## src/rtl/prio_enc_rr.sv

```systemverilog
// Registered N-input priority encoder with fixed or round-robin selection and valid/ready output.
// Optional coalesced-request counter enabled by defining PE_COALESCE_CNT_EN.
module prio_enc_rr #(
  parameter int N = 8,
  parameter int W = $clog2(N)
) (
  input  logic         clk,
  input  logic         rst,
  input  logic [N-1:0] req,
  input  logic         mode,
  output logic         out_valid,
  input  logic         out_ready,
  output logic [W-1:0] idx,
  output logic         busy
`ifdef PE_COALESCE_CNT_EN
  ,
  output logic [7:0]   coal_cnt
`endif
);

  logic [N-1:0] pending_p0;
  logic [N-1:0] pending_nxt;
  logic [N-1:0] clr;
  logic [W-1:0] ptr_p0;
  logic [W-1:0] ptr_nxt;
  logic [W-1:0] sel;
  logic         fire;
  logic         load;

  function automatic logic [W-1:0] sel_fixed(input logic [N-1:0] v);
    logic [W-1:0] r;
    r = '0;
    for (int i = 0; i < N; i++)
      if (v[i]) r = W'(i);
    return r;
  endfunction

  // Scan downward from p-1, wrapping mod N, so the last grant ends up lowest priority.
  function automatic logic [W-1:0] sel_rr(input logic [N-1:0] v, input logic [W-1:0] p);
    logic [W-1:0] r;
    logic         found;
    int           j;
    r     = '0;
    found = 1'b0;
    for (int k = 1; k <= N; k++) begin
      j = (int'(p) + N - k) % N;
      if (!found && v[j]) begin
        r     = W'(j);
        found = 1'b1;
      end
    end
    return r;
  endfunction

  always_comb begin
    fire = out_valid & out_ready;
    load = !out_valid || fire;
    clr  = '0;
    if (fire) clr[idx] = 1'b1;
    // Set wins over clear, so a re-request on the grant cycle stays pending.
    pending_nxt = (pending_p0 & ~clr) | req;
    // The pointer moves with the grant being accepted, so the next pick already sees it.
    ptr_nxt = fire ? idx : ptr_p0;
    sel     = mode ? sel_rr(pending_nxt, ptr_nxt) : sel_fixed(pending_nxt);
  end

  // Stage p0: pending vector, pointer and output holding register
  always_ff @(posedge clk) begin
    if (rst) begin
      pending_p0 <= '0;
      ptr_p0     <= '0;
      out_valid  <= 1'b0;
      idx        <= '0;
    end else begin
      pending_p0 <= pending_nxt;
      ptr_p0     <= ptr_nxt;
      if (load) begin
        out_valid <= |pending_nxt;
        idx       <= sel;
      end
    end
  end

  assign busy = |pending_p0;

`ifdef PE_COALESCE_CNT_EN
  function automatic logic [7:0] sat_inc(input logic [7:0] v);
    return (v == 8'hFF) ? v : v + 8'd1;
  endfunction

  always_ff @(posedge clk) begin
    if (rst)
      coal_cnt <= '0;
    else if (|(req & pending_p0 & ~clr))
      coal_cnt <= sat_inc(coal_cnt);
  end
`endif

endmodule

```

## config.mk

```make
export PLATFORM = sky130hd
export DESIGN_NAME = prio_enc_rr
export DESIGN_NICKNAME = d
export VERILOG_FILES = /design/src/rtl/prio_enc_rr.sv
export SDC_FILE = /design/constraint.sdc
export NUM_CORES = 1
export LEC_CHECK = 0
export CORE_ASPECT_RATIO = 0.6
export CORE_MARGIN = 2
export CORE_UTILIZATION = 25
export CTS_CLUSTER_DIAMETER = 200
export DETAILED_ROUTE_END_ITERATION = 12
export PLACE_DENSITY = 0.46
export SLEW_MARGIN = 10
export SYNTH_ARGS = -nofsm -noshare
export SYNTH_HDL_FRONTEND = slang
export SYNTH_SLANG_ARGS = --single-unit
```

## constraint.sdc

```tcl
create_clock -name clk -period 3.75 [get_ports clk]
set_input_delay 0.75 -clock clk [delete_from_list [all_inputs] [get_ports clk]]
set_output_delay 0.75 -clock clk [all_outputs]
set_load 0.02 [all_outputs]
```

-- Word level (Yosys, flattened, before mapping)
Index checks and enable logic that the tools add are counted.
- logic and storage cells: 113
- bits of input ports: 12
- output and inout bits: 5
- flip-flop bits (word level): 15
- magnitude comparators: 10
- bitwise logic cells: 12
- $add $sub $neg: 9
- mux-type cells: 51
- reduce and logical (&&, ||, !) cells: 27
- operator list (operator ; number):
    $sub A32 B4 Y32 const B ; 4
    $sub A32 B3 Y32 const B ; 2
    $mux W3 ; 16
    $lt A4 B5 Y1 const B ; 8
    $sub A32 B2 Y32 const B ; 1
    $mux W1 ; 25
    $bmux W1 S3 ; 8
    $reduce_or A3 Y1 ; 8
    $reduce_or A8 Y1 ; 2
    $and A1 B1 Y1 ; 9
    $and A8 B8 Y8 ; 1
    $logic_and A1 B1 Y1 ; 8
    $logic_not A1 Y1 ; 8
    $mux W8 ; 1
    $not A8 Y8 ; 1
    $or A8 B8 Y8 ; 1
    $sub A5 B4 Y6 const B ; 1
    $add A3 B4 Y5 const B ; 1
    $lt A3 B4 Y1 const B ; 1
    $demux W1 S3 ; 1
    $ge A3 B1 Y1 const B ; 1
    $logic_or A1 B1 Y1 ; 1

-- Depth between registers and ports, before layout
Gate-level depths: netlist (run 1).
- depth in word-level cells: 34
- gate-level depth with buffers: 12

-- Worst setup path after synthesis (run 1)
OpenSTA, ideal clock, no wires.
- kind: input to register
- start: input out_ready
- end: register idx[2]
- buffers on the path: 2
- stages: 11
- slack: 25 ps
- data arrival time: 3591 ps
- cell sequence: nand2_2 mux2i_4 clkbuf_1 ha_1 clkbuf_1 clkinv_1 mux4_2 nand4_4 or4_1 o21ai_1 a221oi_1
- cells in the longest elaborated chain, start to end: 31
- ends and longest elaborated chain (item ; line ; source):
    start: declaration ; 12 ; input logic out_ready,
    $and A1 B1 Y1 * ; 56 ; fire = out_valid & out_ready;
    parallel branches: the longest is 30 deep, another holds $sub A32 B2 Y32 ; n/a ;
    end signal: assignment ; 79 ; idx <= sel;
    end: declaration ; 13 ; output logic [W-1:0] idx,
Mark *: on every way between the ends. The select of a mux whose other input is x is not followed.
A chain may end at the register's enable or synchronous reset.

-- Worst setup path after layout (run 1)
Ends and elaborated chain as after synthesis.

==> results.cfg, run 1 <==
[timing]
tns_ns = 0
max_freq_ghz = 0.278
worst_pin_slew_ns = 0.615
period_share_pct = 96.0
setup_viol = 0
maxSlewHeadroom_pct = 58.8
hold-worst-slack_ns = 0.591
fin_worst_skew_ns = 0.00311
fin_crit_ns = 3.60
finalHoldViolCount = 0
slew_viol_final = 0
rsz0062_at_grt = false

[setup_path]
crit_family = compound AO/OA/AOI/OAI gates
cp-start-kind = input port
required_ns = 3.86
worstPathCellList = clkdlybuf4s50_1 > buf_4 > or3b_1 > buf_4 > o221ai_1 > o211ai_1 > o211ai_1 > and2_1 > a221oi_1 > o31ai_1 > a221oi_1
cp_num_buf_inv = 3
critPathLaunch = out_ready
r2r-start = out_valid$_SDFFE_PP0P_
end_kind = flop
crit_path_max_fanout = 14
slowest_stage = clkdlybuf4s50_1
rrSetupSlack_ns = 0.56
max_stage_delay_ns = 0.54
crit_arrival_ns = 3.71
criticalPathCategory = input port to flop

[placed_design]
port_buffers = 16
post_dp_cell_area_mm2 = 0.00227
dp_hpwl_um = 5310
dp.cells = 350
gp_congestion = 0.907

[power_and_ir_drop]
ir_worst_vdd_uv = 166
p_sw_uw = 378
power_frac_seq_pct = 21.3
clkPwrFrac_pct = 22.4
sw_frac_of_total_pct = 39.9
pwr_density_cell_mw_per_mm2 = 403
intPower_uw = 570
p_leak_uw = 0.000977
p_comb_share_pct = 56.3

[hold_path]
hold_path_class = flop to flop
hold_start = pending_p0[7]$_SDFF_PP0_

[grt]
grt_pass1_vias = 1773
antenna_found_initial = 0
grt_max_degree = 15
globalRouteOverflowTotal = 0
grt_first_pass_wirelength_um = 10400
grt_util_all_layers_pct = 18.2

[finish]
antennaDiodeCount = 0
final_nets = 282
final_area_mm2 = 0.00235
synthToLayoutAreaGrowth_pct = 36.3
drive_gt1_share_pct = 23.6
instances_no_fill = 354

[route]
finalWirelength_um = 6550
vias = 2015
via_per_inst = 5.69
top_layer = met4
dr.pass1.iters = 5
wl_met1_um = 3700
drc_errors = 0
routed-wl-met2_um = 2320
dr_wl_met3_um = 491
drt-wirelength-per-cell_um = 18.5
ant_nets = 0
drt_iter0_markers = 247

[cts]
htreeDepth = 1
clock-sinks = 15
cts_made_buffers = 3
tritoncts = yes
clkTransAtPathRegs_ns = 0.05
clk_latency_ns = 0.25
clk_path_buf_depth = 2
root_buffer = clkbuf_16
holdBufCountCts = 0

[synth]
synth.cell_area_mm2 = 0.00173
async_flop_share_pct = 0
seq_area_frac_synth_pct = 17.4
synth_flop_cell = dfxtp_1
syn-instance-count = 216
ys_warn_count = 0
ys_types = 65
syn_area_per_cell_um2 = 7.99
synth_nets = 230
synth_edf_count = 0
synth_seq_cells = 15

[floorplanning]
fp.dieH_um = 68.4
initial_core_util_pct = 25.9
ios = 17
fp-row-count = 23
coreArea_mm2 = 0.00668
die_area_mm2 = 0.00761
dieWidth_um = 111

[job]
maxCapViolations = 0

[status]
outcome = finished, final reports clean
-- worst paths after layout --
path                                    to  cells after the start
hold reg to reg   pending_p0[7]$_SDFF_PP0_                      2
setup / recovery       idx[2]$_SDFFE_PP0P_                     11
hold / removal    pending_p0[7]$_SDFF_PP0_                      2
setup reg to reg       idx[2]$_SDFFE_PP0P_                     12
-- sequential cells by signal, summed over array words and instances, names as in the netlist --
name,flops
ptr_p0,3
idx,3
out_valid,1
pending_p0,8
-- cells in the final DEF (no fill, tap or decap), types with 4 or more instances in the layout --
cell,count
a21o_1,4
a21oi_1,11
buf_4,37
clkdlybuf4s50_1,16
dfxtp_1,15
inv_1,5
mux2i_1,13
mux4_2,5
nand2_1,14
nand3_1,5
nand3b_1,4
nor2_1,30
nor3_1,8
o211ai_1,4
o21ai_0,6
o21ai_1,4
o22ai_1,4
xnor2_1,4
-- power groups by stage --
| stage | Sequential (µW) | Combinational (µW) | Clock, µW |
|---|---|---|---|
| after floorplan | 197 | 311 | 0 |
| after global placement | 203 | 527 | 0 |
| after detailed placement | 203 | 518 | 0 |
| after CTS | 201 | 521 | 216 |
| after global routing | 205 | 571 | 220 |
| final | 202 | 534 | 212 |
-- tightest hold or removal path: stages, from the launching register on --
cell and delay, ns:
dfxtp_1 0.35, o22ai_1 0.11, nor2_1 0.09
-- per-stage QoR --
stage	power, µW	util [%]	worst slack [ns]
3_3_place_gp	730	34.0	-0.101
3_5_place_dp	722	34.0	-0.0527
2_1_floorplan	508	-	0.0253
4_1_cts	938	35.2	0.208
5_1_grt	996	35.3	0.00239
6_report	948	35.3	0.151
-- final cells by class --
class,count,area (µm²)
clock buffers,4,78.8
fillers,713,4320
inverters,7,28.8
multi-input cells,186,1360
flip-flops and latches,15,300
well taps,87,109
repair buffers,55,478
-- cell families (layout without fill, tap and decap cells) --
group	Yosys count	count (layout)	synth area share, %
adder cells (fa/ha/maj)	2	2	1.45
buffers and inverters	15	66	4.13
AO/OA/AOI/OAI	67	67	28.0
XOR/XNOR	4	4	2.03
AND/OR/NAND/NOR	90	90	28.8
flip-flops	15	15	17.4
multiplexers	23	23	18.2
-- synth_stat cells (4+ instances only) --
master     n  share of area (%)
a21o_1     4                1.7
a21oi_1   11                3.2
clkbuf_1   5                1.1
dfxtp_1   15                 17
inv_1      5                1.1
mux2i_1   14                8.1
mux4_2     5                6.5
nand2_1   14                3.0
nand3_1    5                1.4
nand3b_1   4                1.7
nor2_1    30                6.5
nor3_1     8                2.3
o211ai_1   4                1.7
o21ai_0    6                1.7
o21ai_1    4                1.2
o22ai_1    4                1.4
xnor2_1    4                2.0
-- what timing repair did --
action | CTS | global route
setup buffers | 0 | 0
resized for setup | 0 | 1
setup endpoints to repair | 0 | 1
-- layer usage --
layer	global-route usage, %	up-vias
met3	4.78	6
met1	29.8	982
met4	2.93	0
met5	0	-
met2	22.6	87
li1	-	940
Power figures use the tool's default switching activity.
==> run 2: changes to the inputs <==
--- a/config.mk
+++ b/config.mk
@@ -5,12 +5,14 @@
 export SDC_FILE = /design/constraint.sdc
 export NUM_CORES = 1
 export LEC_CHECK = 0
+export CELL_PAD_IN_SITES_DETAIL_PLACEMENT = 1
+export CELL_PAD_IN_SITES_GLOBAL_PLACEMENT = 1
 export CORE_ASPECT_RATIO = 0.6
 export CORE_MARGIN = 2
 export CORE_UTILIZATION = 25
 export CTS_CLUSTER_DIAMETER = 200
 export DETAILED_ROUTE_END_ITERATION = 12
-export PLACE_DENSITY = 0.46
+export PLACE_DENSITY = 0.56
 export SLEW_MARGIN = 10
 export SYNTH_ARGS = -nofsm -noshare
 export SYNTH_HDL_FRONTEND = slang
==> run 2 against run 1 <==
Critical path type unchanged. Worst setup slack better by 0.0088 ns. Register-to-register slack improved by 0.12 ns. Sequential power about the same. Final cell count did not move. Global-route usage increased by 1.5 points. Clock skew about the same. First-iteration DRC count fell by 41%. Combinational power fell by 1%.
==> results.cfg, run 2 (synthesis results as in run 1) <==
[timing]
tns_ns = 0
worst_pin_slew_ns = 0.629
setup_viol = 0
fin_worst_skew_ns = 0.00335
slew_viol_final = 0
fin_crit_ns = 3.59
finalHoldViolCount = 0
maxSlewHeadroom_pct = 57.9
period_share_pct = 95.7
hold-worst-slack_ns = 0.598
max_freq_ghz = 0.279
final.setup.worst_slack_ns = 0.160
rsz0062_at_grt = false

[grt]
grt_max_degree = 15
grt_use_met2_pct = 28.4
grt_first_pass_wirelength_um = 11400
grt_pass1_vias = 2000
grt_util_all_layers_pct = 19.7
gr-usage-met3_pct = 3.37
antenna_found_initial = 0
globalRouteOverflowTotal = 0
grt-busiest-layer = met1
met1_usage_pct = 30.9

[finish]
antennaDiodeCount = 0
fin_util_pct = 34.9
layout_common_cells = buf_4, nor2_1, clkdlybuf4s50_1
largest_reg_flops = 8
reg.largest.list = pending_p0 x8, idx x3, ptr_p0 x3
layout_commonest_cell = buf_4
largest_register = pending_p0
final_nets = 282
drive_gt1_share_pct = 23.6
synthToLayoutAreaGrowth_pct = 34.9

[cts]
cts_made_buffers = 3
htreeDepth = 1
clk_latency_ns = 0.25
tritoncts = yes
clk_path_buf_depth = 2
root_buffer = clkbuf_16
clock-sinks = 15
clkTransAtPathRegs_ns = 0.05

[hold_path]
hold_path_class = flop to flop
hold_start = ptr_p0[0]$_SDFF_PP0_

[setup_path]
crit_arrival_ns = 3.78
rrSetupSlack_ns = 0.68
required_ns = 3.94
end_kind = flop
crit_family = compound AO/OA/AOI/OAI gates
cp-start-kind = input port
slowest_stage = mux4_2
worstPathCellList = clkdlybuf4s50_1 > buf_4 > nor3b_1 > a21oi_1 > mux2i_2 > mux4_2 > o21ai_2 > o311ai_0 > a311o_1 > o21ai_1
r2r-start = idx[0]$_SDFFE_PP0P_
setup.worst_path.end = idx[1]$_SDFFE_PP0P_
cp_num_buf_inv = 2
criticalPathCategory = input port to flop
r2r_cells = 8
critPathLaunch = out_ready
crit_path_max_fanout = 14
r2r-end = idx[1]$_SDFFE_PP0P_
crit_cells = 10
max_stage_delay_ns = 0.58

[route]
finalWirelength_um = 7040
drc_errors = 0
via_per_inst = 5.60
ant_nets = 0
vias = 1981
drt-wirelength-per-cell_um = 19.9
dr.pass1.iters = 4
drt_iter0_markers = 145

[floorplanning]
initial_core_util_pct = 25.9
ios = 17
fp.dieH_um = 68.4
coreArea_mm2 = 0.00668
fp-row-count = 23
dieWidth_um = 111
die_area_mm2 = 0.00761

[placed_design]
preCtsSetupSlack_ns = -0.0804
dp_hpwl_um = 5890
port_buffers = 16
gp_congestion = 0.886

[power_and_ir_drop]
p_leak_uw = 0.000962
ir_worst_vdd_uv = 150
pwr_density_cell_mw_per_mm2 = 409
finalPower_uw = 951

[job]
maxCapViolations = 0

[status]
outcome = finished, final reports clean
-- run 2: cell count changes in the layout (fill, tap and decap cells not counted) --
cell	change
buf_4	+2
buf_12	-2
-- run 2: what timing repair did --
item	4_1_cts	5_1_grt
setup buffers	0	0
resized for setup	0	1
hold buffers	0	0
setup endpoints to repair	0	2
-- run 2: how the worst min path moves through the flow --
stage,to,slack (ns),cells after the start
after detailed placement,ptr_p0[0]$_SDFF_PP0_,0.59,2
after CTS,ptr_p0[0]$_SDFF_PP0_,0.60,2
final,ptr_p0[0]$_SDFF_PP0_,0.60,2
after global routing,ptr_p0[0]$_SDFF_PP0_,0.65,2
after global placement,ptr_p0[0]$_SDFF_PP0_,0.60,2
after floorplan,pending_p0[0]$_SDFF_PP0_,0.56,2
-- run 2: per-layer routing --
metal	part of all wire, %	up-vias
li1	-	940
met1	53	972
met2	37	64
met3	8.6	5
met4	0.51	0
met5	0	-
-- run 2: cell type report --
class	count	area, µm²
Multi-Input combinational cell	186	1360
Clock buffer	4	78.8
Timing Repair Buffer	55	453
Fill cell	817	4350
Tap cell	87	109
Inverter	7	28.8
Sequential cell	15	300
-- run 2: power by group --
part           total [µW]  leakage [µW]  switching [µW]  internal [µW]
Clock                 220     0.0000382            75.7            145
Sequential            203      0.000125            28.2            175
Combinational         528      0.000799             284            244
-- run 2: tightest hold or removal path: cells and delay by family (launching register included) --
kind | cells | cell delay [ns]
flops | 1 | 0.36
simple gates | 1 | 0.10
mux | 1 | 0.11
-- run 2: per-stage QoR --
step	std cells	instance area [µm²]
after global placement	350	2250
after global routing	354	2330
after floorplan	216	1730
after detailed placement	350	2250
final	354	2330
after CTS	354	2320
==> run 3: changes to the inputs <==
--- a/config.mk
+++ b/config.mk
@@ -10,6 +10,7 @@
 export CORE_ASPECT_RATIO = 0.6
 export CORE_MARGIN = 2
 export CORE_UTILIZATION = 25
+export CTS_BUF_LIST = sky130_fd_sc_hd__clkbuf_16
 export CTS_CLUSTER_DIAMETER = 200
 export DETAILED_ROUTE_END_ITERATION = 12
 export PLACE_DENSITY = 0.56
==> constraint.sdc (replaced) <==
create_clock -name clk -period 3.25 [get_ports clk]
set_input_delay 0.65 -clock clk [delete_from_list [all_inputs] [get_ports clk]]
set_output_delay 0.65 -clock clk [all_outputs]
set_load 0.02 [all_outputs]
==> run 3 against run 2 <==
Clock power increased by 17%. Sequential power up 16%. Count of clock-buffer cells in the layout fell by 1. Critical path type unchanged. Largest power group unchanged. Highest routed layer unchanged.
==> results.cfg, run 3 (synthesis results as in run 1) <==
[timing]
max_freq_ghz = 0.318
fin_crit_ns = 3.14
fin_worst_skew_ns = 0.00549
tns_ns = 0
maxSlewHeadroom_pct = 55.9
finalHoldViolCount = 0
final.setup.worst_slack_ns = 0.108
slew_viol_final = 0
setup_viol = 0
rsz0062_at_grt = false
period_share_pct = 96.7
worst_pin_slew_ns = 0.660

[setup_path]
cpMostUsedCell = buf_4
criticalPathCategory = input port to flop
crit_path_max_fanout = 9
cp-start-kind = input port
required_ns = 3.43
end_kind = flop
critPathLaunch = out_ready
slowest_stage = mux4_2
cp_num_buf_inv = 5
worstPathCellList = dlygate4sd2_1 > buf_6 > buf_4 > and3_1 > nor2_2 > buf_4 > xnor2_1 > mux4_2 > nand4_4 > buf_4 > o311a_1 > o31ai_2 > a221oi_2
crit_cells = 13
r2r-start = out_valid$_SDFFE_PP0P_
crit_arrival_ns = 3.32
crit_family = buffers and inverters
r2r_cells = 11
max_stage_delay_ns = 0.39

[grt]
met1_usage_pct = 31.4
grt-busiest-layer = met1
grt_first_pass_wirelength_um = 12100
grt_util_all_layers_pct = 21.1
globalRouteOverflowTotal = 0
grt_max_degree = 15
gr-usage-met3_pct = 6.02
antenna_found_initial = 0
grt_pass1_vias = 2121
grt_use_met2_pct = 30.9

[power_and_ir_drop]
ir_worst_vdd_uv = 218
pwr_density_cell_mw_per_mm2 = 458
p_leak_uw = 0.00115
finalPower_uw = 1210

[finish]
fin_util_pct = 39.7
final_nets = 317
fillCellCount = 847
largest_register = pending_p0
drive_gt1_share_pct = 34.8
layout_common_cells = buf_4, nor2_1, dfxtp_1, clkdlybuf4s50_1, nand2_1
final_area_mm2 = 0.00265
reg.largest.list = pending_p0 x8, idx x3, ptr_p0 x3
largest_reg_flops = 8
layout_commonest_cell = buf_4
antennaDiodeCount = 0
synthToLayoutAreaGrowth_pct = 53.6

[placed_design]
post_dp_cell_area_mm2 = 0.00247
port_buffers = 16
gp_congestion = 0.885
dp_hpwl_um = 6300
preCtsSetupSlack_ns = -0.507

[cts]
clkTransAtPathRegs_ns = 0.06
holdBufCountCts = 0
htreeDepth = 1
clk_path_buf_depth = 2
clock-sinks = 15
cts_made_buffers = 3
root_buffer = clkbuf_16
clk_latency_ns = 0.26
tritoncts = yes

[route]
drt_iter0_markers = 140
finalWirelength_um = 7790
dr.pass1.iters = 6
via_per_inst = 5.54
drc_errors = 0
vias = 2156
drt-wirelength-per-cell_um = 20.0
ant_nets = 0

[floorplanning]
initial_core_util_pct = 25.9
fp.dieH_um = 68.4
ios = 17
dieWidth_um = 111
die_area_mm2 = 0.00761
coreArea_mm2 = 0.00668
fp-row-count = 23

[hold_path]
hold_depth = 3
hold_start = pending_p0[0]$_SDFF_PP0_
hold_path_class = flop to flop

[status]
outcome = finished, final reports clean

[job]
maxCapViolations = 0
run 3: cell types whose count changed in the layout (fill, tap and decap cells not counted), moves of 2 or more:
cell and delta:
buf_4 +33, buf_6 +2, clkinv_2 +2, mux2i_2 -2
mux2i_4 +2
run 3: worst reg2reg max path: cells and delay by family, from the launching register on:
kind	cells	cell delay [ns]
AO/OA/AOI/OAI	4	1.02
buffers and inverters	3	0.54
AND/OR/NAND/NOR	2	0.53
multiplexers	2	0.48
flip-flops	1	0.41
run 3: final cells by class:
cell class                 instances  area (µm²)  area share [%]
multi-input combinational        186        1410            53.2
timing repair buffer              90         722            27.2
sequential                        15         300            11.3
tap                               87         109            4.10
clock buffer                       3        75.1            2.83
inverter                           7        30.0            1.13
clock inverter                     1        5.00           0.189
run 3: power by group:
group | leakage [µW] | switching [µW] | internal, µW
logic | 0.000984 | 367 | 355
clock network | 0.0000409 | 91.8 | 165
registers | 0.000125 | 32.9 | 202
run 3: per-stage QoR:
step / std cells / hold slack (ns)
finish: 389 / 0.739
global route: 389 / 0.762
CTS: 389 / 0.723
detailed placement: 380 / 0.699
global placement: 380 / 0.727
floorplan: 216 / 0.556
run 3: worst paths after layout:
check	to	slack [ns]
setup / recovery	idx[2]$_SDFFE_PP0P_	0.11
setup reg to reg	idx[2]$_SDFFE_PP0P_	0.15
hold reg to reg	pending_p0[0]$_SDFF_PP0_	0.74
hold / removal	pending_p0[0]$_SDFF_PP0_	0.74
run 3: metal layers:
| layer | part of all wire (%) | routed length, µm |
|---|---|---|
| met1 | 52 | 4080 |
| met5 | 0 | 0 |
| met3 | 8.2 | 639 |
| met4 | 0.19 | 15 |
| met2 | 39 | 3060 |
run 3: repair_timing:
action	4_1_cts	5_1_grt
pin swaps	2	0
endpoints found under the setup margin	3	3
setup buffers	5	0
resized for setup	7	5
